## src/rtl/change_dispenser_pkg.sv

```systemverilog
// Shared definitions for the change dispenser: FSM state encoding and note denominations.
// Also consumed by the upstream state-transition block; keep encodings stable.
package change_dispenser_pkg;

  typedef enum logic [2:0] {
    ST_IDLE   = 3'd0,
    ST_SELECT = 3'd1,
    ST_REQ    = 3'd2,
    ST_GAP    = 3'd3,
    ST_DONE   = 3'd4,
    ST_FAULT  = 3'd5
  } chg_state_e;

  // One-hot denomination codes as driven on disp_denom, MSB = 50 yuan.
  localparam logic [4:0] DENOM_50 = 5'b10000;
  localparam logic [4:0] DENOM_20 = 5'b01000;
  localparam logic [4:0] DENOM_10 = 5'b00100;
  localparam logic [4:0] DENOM_5  = 5'b00010;
  localparam logic [4:0] DENOM_1  = 5'b00001;

  localparam logic [7:0] VAL_50 = 8'd50;
  localparam logic [7:0] VAL_20 = 8'd20;
  localparam logic [7:0] VAL_10 = 8'd10;
  localparam logic [7:0] VAL_5  = 8'd5;
  localparam logic [7:0] VAL_1  = 8'd1;

endpackage

```

## src/rtl/denom_select.sv

```systemverilog
// Greedy note selector: largest denomination not exceeding the amount still owed.
// Purely combinational; an amount of zero selects nothing.
module denom_select
  import change_dispenser_pkg::*;
(
  input  logic [7:0] i_amount,
  output logic [4:0] o_denom,
  output logic [7:0] o_value
);

  // NOTE: every output gets a default before the priority chain so no path infers a latch.
  always_comb begin
    o_denom = '0;
    o_value = '0;
    if (i_amount >= VAL_50) begin
      o_denom = DENOM_50;
      o_value = VAL_50;
    end else if (i_amount >= VAL_20) begin
      o_denom = DENOM_20;
      o_value = VAL_20;
    end else if (i_amount >= VAL_10) begin
      o_denom = DENOM_10;
      o_value = VAL_10;
    end else if (i_amount >= VAL_5) begin
      o_denom = DENOM_5;
      o_value = VAL_5;
    end else if (i_amount >= VAL_1) begin
      o_denom = DENOM_1;
      o_value = VAL_1;
    end
  end

endmodule

```

## src/rtl/change_dispenser.sv

```systemverilog
// Change dispenser: pays an 8-bit amount as a greedy sequence of notes via a req/ack hopper.
// Optional hopper timeout with FAULT state is enabled by defining CHG_TIMEOUT_EN.
module change_dispenser
  import change_dispenser_pkg::*;
#(
  parameter int GAP_CYCLES     = 4,
  parameter int TIMEOUT_CYCLES = 1000
) (
  input  logic       sys_clk,
  input  logic       sys_rst_n,
  input  logic       chg_start,
  input  logic [7:0] chg_amount,
  input  logic       disp_ack,
  output logic       disp_req,
  output logic [4:0] disp_denom,
  output logic [7:0] chg_remaining,
  output logic       chg_busy,
  output logic       chg_done,
  output logic       chg_fault
);

  if (GAP_CYCLES < 1 || GAP_CYCLES > 255) begin : g_gap_range_err
    $error("change_dispenser: GAP_CYCLES must be within 1..255");
  end
  if (TIMEOUT_CYCLES < 1) begin : g_timeout_range_err
    $error("change_dispenser: TIMEOUT_CYCLES must be at least 1");
  end

  localparam logic [7:0] GAP_LOAD = 8'(GAP_CYCLES - 1);

  chg_state_e r_state, w_state_nxt;
  logic       r_req, w_req_nxt;
  logic [4:0] r_denom, w_denom_nxt;
  logic [7:0] r_value, w_value_nxt;
  logic [7:0] r_remaining, w_remaining_nxt;
  logic       r_busy, w_busy_nxt;
  logic       r_done, w_done_nxt;
  logic [7:0] r_gap_cnt, w_gap_nxt;
  logic [4:0] w_sel_denom;
  logic [7:0] w_sel_value;

`ifdef CHG_TIMEOUT_EN
  localparam int TO_W = (TIMEOUT_CYCLES > 1) ? $clog2(TIMEOUT_CYCLES) : 1;
  localparam logic [TO_W-1:0] TO_LAST = TO_W'(TIMEOUT_CYCLES - 1);
  logic [TO_W-1:0] r_to_cnt, w_to_nxt;
  logic            r_fault, w_fault_nxt;
`endif

  denom_select u_denom_select (
    .i_amount (r_remaining),
    .o_denom  (w_sel_denom),
    .o_value  (w_sel_value)
  );

  always_comb begin
    w_state_nxt     = r_state;
    w_req_nxt       = 1'b0;
    w_denom_nxt     = '0;
    w_value_nxt     = r_value;
    w_remaining_nxt = r_remaining;
    w_done_nxt      = 1'b0;
    w_gap_nxt       = r_gap_cnt;
`ifdef CHG_TIMEOUT_EN
    w_to_nxt        = '0;
    w_fault_nxt     = r_fault;
`endif
    case (r_state)
      ST_IDLE: begin
        if (chg_start) begin
          w_remaining_nxt = chg_amount;
          w_state_nxt     = ST_SELECT;
        end
      end
      ST_SELECT: begin
        if (r_remaining == 8'd0) begin
          w_state_nxt = ST_DONE;
          w_done_nxt  = 1'b1;
        end else begin
          w_denom_nxt = w_sel_denom;
          w_value_nxt = w_sel_value;
          w_req_nxt   = 1'b1;
          w_state_nxt = ST_REQ;
        end
      end
      ST_REQ: begin
        if (disp_ack) begin
          w_remaining_nxt = r_remaining - r_value;
          w_gap_nxt       = GAP_LOAD;
          w_state_nxt     = ST_GAP;
        end else begin
          w_req_nxt   = 1'b1;
          w_denom_nxt = r_denom;
`ifdef CHG_TIMEOUT_EN
          if (r_to_cnt == TO_LAST) begin
            w_req_nxt   = 1'b0;
            w_denom_nxt = '0;
            w_fault_nxt = 1'b1;
            w_state_nxt = ST_FAULT;
          end else begin
            w_to_nxt = r_to_cnt + 1'b1;
          end
`endif
        end
      end
      ST_GAP: begin
        if (r_gap_cnt == 8'd0) w_state_nxt = ST_SELECT;
        else                   w_gap_nxt   = r_gap_cnt - 8'd1;
      end
      ST_DONE: w_state_nxt = ST_IDLE;
`ifdef CHG_TIMEOUT_EN
      ST_FAULT: w_state_nxt = ST_FAULT;  // only reset leaves FAULT
`endif
      default: w_state_nxt = ST_IDLE;
    endcase
    w_busy_nxt = (w_state_nxt != ST_IDLE);
  end

  // NOTE: state and registered outputs use non-blocking assignments so all update together at the edge.
  always_ff @(posedge sys_clk or posedge sys_rst_n) begin
    if (sys_rst_n) begin
      r_state     <= ST_IDLE;
      r_req       <= 1'b0;
      r_denom     <= '0;
      r_value     <= '0;
      r_remaining <= '0;
      r_busy      <= 1'b0;
      r_done      <= 1'b0;
      r_gap_cnt   <= '0;
`ifdef CHG_TIMEOUT_EN
      r_to_cnt    <= '0;
      r_fault     <= 1'b0;
`endif
    end else begin
      r_state     <= w_state_nxt;
      r_req       <= w_req_nxt;
      r_denom     <= w_denom_nxt;
      r_value     <= w_value_nxt;
      r_remaining <= w_remaining_nxt;
      r_busy      <= w_busy_nxt;
      r_done      <= w_done_nxt;
      r_gap_cnt   <= w_gap_nxt;
`ifdef CHG_TIMEOUT_EN
      r_to_cnt    <= w_to_nxt;
      r_fault     <= w_fault_nxt;
`endif
    end
  end

  assign disp_req      = r_req;
  assign disp_denom    = r_denom;
  assign chg_remaining = r_remaining;
  assign chg_busy      = r_busy;
  assign chg_done      = r_done;
`ifdef CHG_TIMEOUT_EN
  assign chg_fault     = r_fault;
`else
  assign chg_fault     = 1'b0;
`endif

endmodule

```

## config.mk

```make
export PLATFORM = sky130hd
export DESIGN_NAME = change_dispenser
export DESIGN_NICKNAME = d
export VERILOG_FILES = /design/src/rtl/change_dispenser_pkg.sv /design/src/rtl/denom_select.sv /design/src/rtl/change_dispenser.sv
export SDC_FILE = /design/constraint.sdc
export NUM_CORES = 1
export LEC_CHECK = 0
export BUFFER_PORTS_ARGS = -buffer_cell sky130_fd_sc_hd__buf_2
export CAP_MARGIN = 25
export CELL_PAD_IN_SITES_DETAIL_PLACEMENT = 0
export CELL_PAD_IN_SITES_GLOBAL_PLACEMENT = 1
export CORE_UTILIZATION = 45
export CTS_BUF_LIST = sky130_fd_sc_hd__clkbuf_8
export CTS_CLUSTER_SIZE = 20
export DETAILED_ROUTE_END_ITERATION = 8
export GPL_ROUTABILITY_DRIVEN = 0
export GPL_TIMING_DRIVEN = 0
export HOLD_SLACK_MARGIN = 0.12
export MAX_ROUTING_LAYER = met4
export PLACE_DENSITY = 0.78
export SLEW_MARGIN = 20
export SYNTH_ARGS = -nofsm -noshare
export SYNTH_HDL_FRONTEND = slang
export SYNTH_HIERARCHICAL = 1
export SYNTH_SLANG_ARGS = --single-unit
```

## constraint.sdc

```tcl
create_clock -name sys_clk -period 2.2 [get_ports sys_clk]
set_input_delay 0.22 -clock sys_clk [delete_from_list [all_inputs] [get_ports sys_clk]]
set_output_delay 0.22 -clock sys_clk [all_outputs]
set_load 0.1 [all_outputs]
```

Word-level counts from Yosys, hierarchy flattened. Index checks and enable logic that the tools add are counted.

Bits in latches: 0. Output and inout bits: 17. Input port bits: 12. RAM bits: 0. Memory bits (read-only): 0. Flip-flop bits (word level): 35. Memories: 0.

$lt $le $gt $ge: 5. Reductions and logical operators: 9. $mul: 0. Bitwise operators: 1. Eq/ne operators: 6. Mux-type cells: 29. Shift operators: 0. $add $sub $neg: 2. Div/mod/pow operators: 0.

Operators by type and width (count): $mux W8 (8); $pmux W8 S2 (2); $mux W5 (6); $logic_not A8 Y1 (2); $mux W3 (4); $pmux W3 S4 (1); $pmux W5 S2 (1); $ge A8 B1 Y1 const B (1); $ge A8 B3 Y1 const B (1); $ge A8 B4 Y1 const B (1); $ge A8 B5 Y1 const B (1); $ge A8 B6 Y1 const B (1); $sub A8 B1 Y8 const B (1); $sub A8 B8 Y8 (1); $eq A3 B2 Y1 const B (2); $mux W1 (6); $ne A2 B2 Y1 const B (3); $reduce_and A3 Y1 (2); $reduce_bool A2 Y1 (2); $eq A3 B1 Y1 const B (1); $logic_not A3 Y1 (1); $reduce_bool A3 Y1 (1); $pmux W1 S2 (1); $reduce_and A2 Y1 (1); $not A1 Y1 (1).

Logic depth before layout (Yosys ltp).
Depth in word-level cells: 8. Mapped depth: 9. Gate-level depth less buffers: 9.

By module. Netlist, hierarchy kept.

By module, submodules not included: change_dispenser (seq. area each 875.8 µm², cells an instance 193, times used 1, area each 1874.3 µm²); denom_select (seq. area each 0.0 µm², cells an instance 26, times used 1, area each 180.2 µm²).

Worst setup path after synthesis. Ideal clock, no wire load.

Path type: register -> register. From: register r_remaining[0], in the netlist chg_remaining[0]. To: register r_remaining[6], in the netlist chg_remaining[6]. Required time: 2076 ps. Arrival time: 2391 ps. Cell stages (with the launch flop): 10. Buffers on the path: 0. Slack: -315 ps. Path through: dfrtp_1 inv_1 ha_1 inv_1 fa_1 a211oi_1 o21bai_1 a21oi_1 mux2i_1 a211o_1.

Cells in the longest elaborated chain, start to end: 3.

RTL lines: start: declaration (RTL line change_dispenser.sv:35) `logic [7:0] r_remaining, w_remaining_nxt;`; start signal: assignment (RTL line change_dispenser.sv:138) `r_remaining <= w_remaining_nxt;`; $sub A8 B8 Y8 (RTL line change_dispenser.sv:87) `w_remaining_nxt = r_remaining - r_value;`; $mux W8 (RTL line change_dispenser.sv:86) `if (disp_ack) begin`; $pmux W8 S2 (RTL line change_dispenser.sv:67) `case (r_state)`.

No other way between the ends. The select of a mux whose other input is x is not followed. A chain may end at the register's enable or synchronous reset.

Final worst setup path. Same ends and word-level chain as after synthesis.

==> flow_metrics.py <==
metrics = {
    "drt": {
        "routed_wl_um": 4630,
        "drtIter0Drc": 105,
        "via_count": 1682,
        "drc": 0,
        "final_antenna_net_count": 0,
        "drtPass1Iterations": 4,
        "vias_per_cell": 5.43,
        "wl_per_cell_um": 14.9,
    },
    "yosys": {
        "avgSynthCellArea_um2": 9.38,
        "synth_cell_types": 54,
        "yosys_warnings": 6,
        "ys_seq_elements": 35,
        "synth_area_um2": 2050,
        "syn-instance-count": 219,
        "synth-edff-count": 0,
        "yosysSeqAreaShare": 0.426,
        "async_flop_share": 1.00,
        "ys.flop_type": "dfrtp_1",
    },
    "flow_run": {
        "drv_cap": 0,
    },
    "sta": {
        "tightest_slew_ns": 0.752,
        "relSlewSlack": 0.498,
        "setup_viol": 0,
        "setup_ws_ns": 0.0991,
        "clock-skew-final_ns": 0.00525,
        "min_period_ns": 2.10,
        "hold_violations": 0,
        "slew_viol_final": 0,
        "period_share": 0.955,
        "fmax_mhz": 476,
    },
    "worst_setup_path": {
        "slowest_delay_ns": 0.51,
        "reg2reg_depth": 9,
        "path_class": "register to register",
        "crit_chain": "inv_4 > ha_4 > inv_1 > fa_2 > a211oi_2 > o21bai_1 > a21oi_2 > mux2i_1 > a211o_1",
        "required_ns": 2.37,
        "start_kind": "register",
        "slowest_stage": "dfrtp_4",
        "critPathMaxFanout": 4,
        "arrival_ns": 2.27,
        "cp-end-kind": "register",
    },
    "cells_and_area": {
        "layout.nets": 279,
        "syn_to_final_growth_pct": 17.9,
        "final_common_cell": "buf_2",
        "layout_common_cells": "buf_2, nand2_1, dfrtp_1, o21ai_0, nor2_1",
        "diodes": 0,
        "drive_gt1_frac": 0.291,
        "nFillCells": 418,
        "layout.cells.non_filler": 310,
    },
    "floorplan": {
        "ios": 29,
        "start_util": 0.469,
        "chipWidth_um": 69.6,
        "rows": 24,
        "die_y_um": 69.6,
        "core_area_um2": 4380,
        "dieArea_um2": 4840,
    },
    "clock_tree": {
        "cts-root-buf": "clkbuf_8",
        "clk_latency_ns": 0.29,
        "cts.sinks": 35,
        "clock_path_buffers": 2,
        "path_clk_slew_ns": 0.07,
        "htree_levels": 2,
        "cts_buffers": 5,
        "cts_tree": "yes",
    },
    "grt": {
        "overflow": 0,
        "grt_start_max_net_pins": 36,
        "grt_pass1_wl_um": 7870,
        "grt_pass1_vias": 1619,
        "track_usage": 0.217,
        "antenna_found_initial": 0,
    },
    "placement": {
        "dp.cells": 299,
        "dp_hpwl_um": 3230,
        "port_buffers": 27,
        "dp_slack_ns": -0.134,
    },
    "min_path": {
        "holdPathStages": 3,
        "hold_class": "input pin to register",
    },
    "run_status": {
        "status": "completed",
    },
}
-- sequential cells by signal, summed over array words and instances (netlist names) --
name           count
chg_remaining      8
r_gap_cnt          8
r_value            8
disp_denom         5
r_state            3
chg_busy           1
chg_done           1
disp_req           1
-- Yosys cell counts, types with 5 or more instances --
cell     number  area share
dfrtp_1      35        0.43
nand2_1      27       0.049
nor2_1       16       0.029
o21ai_0      16       0.039
inv_1        15       0.027
a21oi_1      11       0.027
ha_1          9       0.055
nor3_1        6       0.015
a22o_1        5       0.021
buf_4         5       0.018
-- layout make-up --
type                    instances  area, um^2  share of cell area
repair buffers                 30         160              0.0661
well taps                      52        65.1              0.0269
flip-flops and latches         35         888               0.367
plain buffers                  12        68.8              0.0284
clock buffers                   7        96.3              0.0398
clock inverters                 1        3.75             0.00155
multi-input cells             158        1080               0.446
inverters                      15        58.8              0.0243
-- worst max-delay path: cells and delay by family, from the launching register on --
kind	cells	cell delay, ns
buf+inv	2	0.12
flops	1	0.51
compound gates	4	0.76
fa+ha+maj	2	0.50
mux	1	0.09
-- cells by family (layout without fill, tap and decap cells) --
kind of cell | Yosys count | count (layout) | synth area share
mux | 4 | 4 | 0.0207
flops | 35 | 35 | 0.426
compound gates | 56 | 56 | 0.187
other cells | 2 | 3 | 0.00366
xor+xnor | 6 | 6 | 0.0256
buf+inv | 27 | 65 | 0.0609
fa+ha+maj | 10 | 10 | 0.0646
simple gates | 79 | 79 | 0.211
-- path summary, 6_finish.rpt --
path                                                 to                          from  slack (ns)
max                        chg_remaining[6]$_DFFE_PP0P_  chg_remaining[0]$_DFFE_PP0P_         0.1
min                        chg_remaining[3]$_DFFE_PP0P_                 chg_amount[3]        0.18
min reg2reg                   disp_denom[1]$_DFFE_PP0P_     disp_denom[1]$_DFFE_PP0P_        0.50
max reg2reg                chg_remaining[6]$_DFFE_PP0P_  chg_remaining[0]$_DFFE_PP0P_         0.1
min in group asynchronous        r_value[0]$_DFFE_PP0P_                     sys_rst_n        0.61
max in group asynchronous  chg_remaining[0]$_DFFE_PP0P_                     sys_rst_n        1.04
-- per-stage QoR --
| stage | setup TNS (ns) | hold slack, ns | util | cell area, um^2 |
|---|---|---|---|---|
| global placement | -0.141 | 0.481 | 0.518 | 2270 |
| CTS | 0 | 0.167 | 0.546 | 2390 |
| finish | 0 | 0.176 | 0.553 | 2420 |
| global route | -0.00322 | 0.173 | 0.553 | 2420 |
| detailed placement | -0.134 | 0.405 | 0.518 | 2270 |
| floorplan | -0.0987 | 0.349 | - | 2070 |
-- repair_timing --
action | 4_1_cts | 5_1_grt
hold endpoints to repair | 35 | 0
setup buffers | 0 | 2
pin swaps | 1 | 5
resized for setup | 3 | 4
hold buffers | 1 | 0
setup endpoints to repair | 1 | 1
-- layer usage --
metal,vias up,track usage,part of all wire
met1,797,0.312,0.53
li1,850,-,-
met4,0,0.0612,0.0091
met2,31,0.302,0.42
met3,4,0.0538,0.032
met5,-,-,0
Power is not shown: default switching activity piles up to over one toggle a cycle in this logic, so the estimate is an artifact.
